## config.mk

```make
export PLATFORM = sky130hd
export DESIGN_NAME = misr_reg
export DESIGN_NICKNAME = d
export VERILOG_FILES = /design/src/rtl/dut_chk_pkg.sv /design/src/rtl/dut_result_checker_misr.sv
export SDC_FILE = /design/constraint.sdc
export NUM_CORES = 1
export LEC_CHECK = 0
export ABC_AREA = 1
export CORE_ASPECT_RATIO = 2
export CORE_UTILIZATION = 27
export DETAILED_ROUTE_END_ITERATION = 12
export PLACE_DENSITY = 0.65
export SLEW_MARGIN = 20
export SYNTH_ARGS = -nofsm -noshare
export SYNTH_HDL_FRONTEND = slang
export SYNTH_SLANG_ARGS = --single-unit
```

## constraint.sdc

```tcl
create_clock -name clk -period 6.4 [get_ports clk]
set_input_delay 1.28 -clock clk [delete_from_list [all_inputs] [get_ports clk]]
set_output_delay 1.28 -clock clk [all_outputs]
set_load 0.02 [all_outputs]
```

## src/rtl/dut_chk_pkg.sv

```systemverilog
// Shared constants and FSM state type for the dut result checker.
// The checker consumes the 80-bit out word of the 150-bit-input dut vector stage.
package dut_chk_pkg;

    localparam int OUT_W = 80;
    localparam int IN_W  = 150;

    localparam logic [OUT_W-1:0] POLY = 80'h8000_0000_0000_0000_0025;

    typedef enum logic [1:0] {
        IDLE = 2'd0,
        RUN  = 2'd1,
        DONE = 2'd2
    } chk_state_t;

endpackage

```

## src/rtl/dut_result_checker_misr.sv

```systemverilog
// Multiple-input signature register compacting every checked result word.
// clr has priority over en so a new run always starts from a zero signature.
module misr_reg
    import dut_chk_pkg::*;
#(
    parameter int               W    = dut_chk_pkg::OUT_W,
    parameter logic [W-1:0]     POLY = dut_chk_pkg::POLY
) (
    input  logic         clk,
    input  logic         rst,
    input  logic         clr,
    input  logic         en,
    input  logic [W-1:0] din,
    output logic [W-1:0] sig
);

    logic [W-1:0] sig_r;

    // Signature state: shift left, fold the outgoing MSB back through POLY, mix in din
    always_ff @(posedge clk or posedge rst) begin
        if (rst) begin
            sig_r <= {W{1'b0}};
        end else if (clr) begin
            sig_r <= {W{1'b0}};
        end else if (en) begin
            sig_r <= {sig_r[W-2:0], 1'b0} ^ (sig_r[W-1] ? POLY : {W{1'b0}}) ^ din;
        end
    end

    assign sig = sig_r;

endmodule

```

==> results by group <==
Run status
  – Status: finished, final reports clean

Clock network
  – Hold bufs inserted after CTS: 0
  – Clk sinks: 80
  – Max Buffers Root-to-Sink: 2
  – Reg clk slew, reported paths: about 0.06 ns
  – CTS tree: done
  – Clock latency on the worst-skew pair: 0.33 ns
  – CTS Buf Count: 9
  – Post-CTS resize count: 0
  – Clock tree root buffer cell: sky130_fd_sc_hd__clkbuf_16
  – Depth of the CTS H-tree: 3
  – Number of buffers added for setup after CTS: 0

GRT
  – Remaining global-route overflow: 0
  – Global routing usage on met1: 15.3%
  – Wire length of the first global-routing pass: 15500 um
  – Most Crowded Layer GR: met2
  – M2 GR Usage: 24.3%
  – Initial antenna violation count: 0
  – Overall routing resource usage: 13.6%
  – Via count of the first global-routing pass: 3146
  – Largest net degree at the start of global routing: 81
  – Met3 demand-to-capacity share in global routing: 2.97%

Setup path
  – Signal arrival time at the worst endpoint: 1.60 ns
  – Reg-to-reg slack, setup: 5.23 ns
  – Start point of the critical path: sig[79]
  – Cell family with most CP delay: buffers and inverters
  – Worst reg2reg path endpoint: sig[79]
  – Slowest stage delay, CP: 0.72 ns
  – Type of the setup path with the least slack: register to output port
  – Bufs and invs on worst path: 1
  – Critical path destination: sig[79]
  – Endpoint kind of the worst setup timing path: output port
  – Critical Path RT: roughly 5.1 ns
  – Type of origin of the critical path: register
  – Cell-by-cell listing of the critical path: clkdlybuf4s50_1
  – Number of cells on the worst reg-to-reg path: 5
  – Slowest cell on the critical path: sky130_fd_sc_hd__clkdlybuf4s50_1
  – Maximum fanout along the worst path: 10
  – Launching point of the worst reg2reg path: sig[79]
  – Count of cell instances traversed by the critical path: 1

Run
  – Max-capacitance violation count: 0

Logic synthesis
  – Adder and majority cell fraction of the synthesized area: 0%
  – Cell Area, Synth: 3760 sq um
  – Number of standard cells after synthesis: 362
  – Portion of netlist area occupied by mux cells: 0%
  – Post-synthesis compound-gate area fraction: 13.6%
  – Portion of the post-synthesis area used by sequential elements: 53.3%
  – Post-synthesis area per instance: 10.4 sq um
  – Synth Area in Simple Gates: between 10 and 15%
  – Largest family of logic cells by synthesized area: XOR/XNOR gates
  – Post-synthesis xor/xnor area fraction: 18.0%
  – Syn. warnings: 0
  – Number of synthesized register bits: 80
  – Number of library cell types mapped by synthesis: 16
  – Synthesized net count: 446

Timing
  – Max Clock Freq: around 350 MHz
  – Final sum of negative setup slack: 0 ns
  – Setup repair after global routing missed its margin: false
  – Number of slew-limit violations in the final report: 0
  – Final Cycle Share: 45.0%
  – Slew at the pin with the worst max-slew slack: 0.910 ns
  – Headroom to the max-slew limit: 39.3%
  – Final clock skew: 0.00908 ns
  – Hold Fails Final Rpt: 0
  – Post-route minimum period: 2.88 ns
  – Setup-violating endpoint count in the final report: 0

Routing
  – Aggregate routed wire length: 9570 um
  – Drt via density: 4.43
  – Count of TritonRoute iterations in the first routing pass: 4
  – DRC: 0
  – Overall via count from detail_route: 3023
  – Final antenna-violating net count: 0
  – Initial DRC count: 115
  – Avg WL per Cell: 14.0 um

Final layout
  – Layout cell share with drive strength beyond 1: between 10 and 15%
  – Layout Area Growth over Synthesis: 54.1%
  – Area used by multi-input combinational logic: 1600 sq um
  – Flip-flop count of the largest register after layout: 80
  – Number of fill cells in the layout: approximately 1300
  – Storage element area: 2000 sq um
  – # nets final: 606
  – Total non-filler cell area in the finished layout: 5790 sq um
  – Antenna cell count: 0

Floorplan
  – Area inside the core boundary: 13500 sq um
  – Initial standard-cell utilization of the core: 27.8%
  – Die outline width: roughly 85 um
  – Std-Cell Rows: 60
  – Top Ports: 164
  – Die outline area: 14400 sq um
  – Die Y-Extent: 169 um

Pwr
  – Power density of the placed cells: about 250 nW/um^2
  – Worst IR drop on VDD: around 0.12 mV
  – Cell Int Power: 0.00103 W
  – Switching power of the nets: 0.000404 W
  – Share of power burned in registers: 41.3%
  – Cell leakage power: about 2.3 nW
  – Final total power: about 0.0014 W
  – Sw Ratio: 28.3%
  – Part of the total power dissipated in combinational logic: 22.6%
  – Part of the power in the clock network: 36.1%

Placed design
  – Weighted congestion reported at the end of routability-driven placement: 0.792
  – Hpwl dp: slightly below 7000 um
  – Input/output buffers: 163
  – Cell area after placement: roughly 5500 sq um

Worst hold path
  – Path category of the worst min-delay check: register to register
==> per-layer routing <==
layer  part of all wire [%]  wire, um
met5                      0         0
met4                    2.2       210
met3                    4.8       460
met2                     54      5170
met1                     39      3730
==> area by class of cell <==
type,count,area share [%]
flip-flops and latches,80,34.6
repair buffers,166,28.6
multi-input cells,257,27.6
clock buffers,9,3.89
well taps,155,3.35
clock inverters,7,1.34
inverters,8,0.541
==> worst min-delay path by stage <==
stage,startpoint,slack (ns),depth (start not counted),end
2_1_floorplan,sig[2],0.62,2,sig[2]
3_3_place_gp,sig[67],0.51,2,sig[67]
3_5_place_dp,sig[27],0.52,2,sig[27]
4_1_cts,sig[27],0.53,2,sig[27]
5_1_grt,sig[52],0.55,2,sig[52]
6_report,sig[64],0.53,2,sig[64]
==> kinds of logic (layout without fill, tap and decap cells) <==
kind of cell | Yosys count | count (layout)
flip-flops | 80 | 80
buffers and inverters | 25 | 190
AO/OA/AOI/OAI | 77 | 77
AND/OR/NAND/NOR | 103 | 103
XOR/XNOR | 77 | 77
==> placed cells by master, fill, tap and decap left out <==
cell type                         count
sky130_fd_sc_hd__inv_2                1
sky130_fd_sc_hd__nand3_1              6
sky130_fd_sc_hd__clkinv_4             2
sky130_fd_sc_hd__nand3b_1             3
sky130_fd_sc_hd__nand2_1             92
sky130_fd_sc_hd__bufinv_16            1
sky130_fd_sc_hd__inv_6                2
sky130_fd_sc_hd__o21ai_0             47
sky130_fd_sc_hd__inv_1                6
sky130_fd_sc_hd__xnor2_1             77
sky130_fd_sc_hd__o22ai_2              3
sky130_fd_sc_hd__nor2_4               1
sky130_fd_sc_hd__clkinvlp_4           1
sky130_fd_sc_hd__clkdlybuf4s50_1    163
sky130_fd_sc_hd__dfrtp_1             80
sky130_fd_sc_hd__clkinv_2             2
sky130_fd_sc_hd__buf_4                2
sky130_fd_sc_hd__o21ai_2             27
sky130_fd_sc_hd__clkbuf_16            9
sky130_fd_sc_hd__nor2_2               1
sky130_fd_sc_hd__buf_6                1
==> metrics by stage <==
step	setup slack, ns	hold slack (ns)	utilization (%)	std cells
after floorplan	3.07	0.618	-	362
after global routing	3.48	0.547	42.8	682
after global placement	3.34	0.508	40.6	666
after detailed placement	3.26	0.518	40.6	666
final	3.52	0.528	42.8	682
after CTS	3.50	0.532	42.8	682
==> power groups by stage <==
| stage | sequential [W] | combinational [W] | clock [W] |
|---|---|---|---|
| after CTS | 0.000591 | 0.000329 | 0.000534 |
| after detailed placement | 0.000599 | 0.000327 | 0 |
| after global placement | 0.000599 | 0.000324 | 0 |
| after floorplan | 0.000642 | 0.000117 | 0 |
| final | 0.000590 | 0.000323 | 0.000517 |
| after global routing | 0.000597 | 0.000346 | 0.000556 |
==> cells in the mapped netlist, drive strengths merged <==
cell     n  area share, %
nor2     2           0.33
nand3    6           0.80
nand3b   3           0.60
inv      8           0.80
dfrtp   80             53
xnor2   77             18
o22ai    3            1.0
buf      8            2.6
o21ai   74             13
clkbuf   9           0.90
nand2   92            9.2
(Power assumes the default switching activity.)
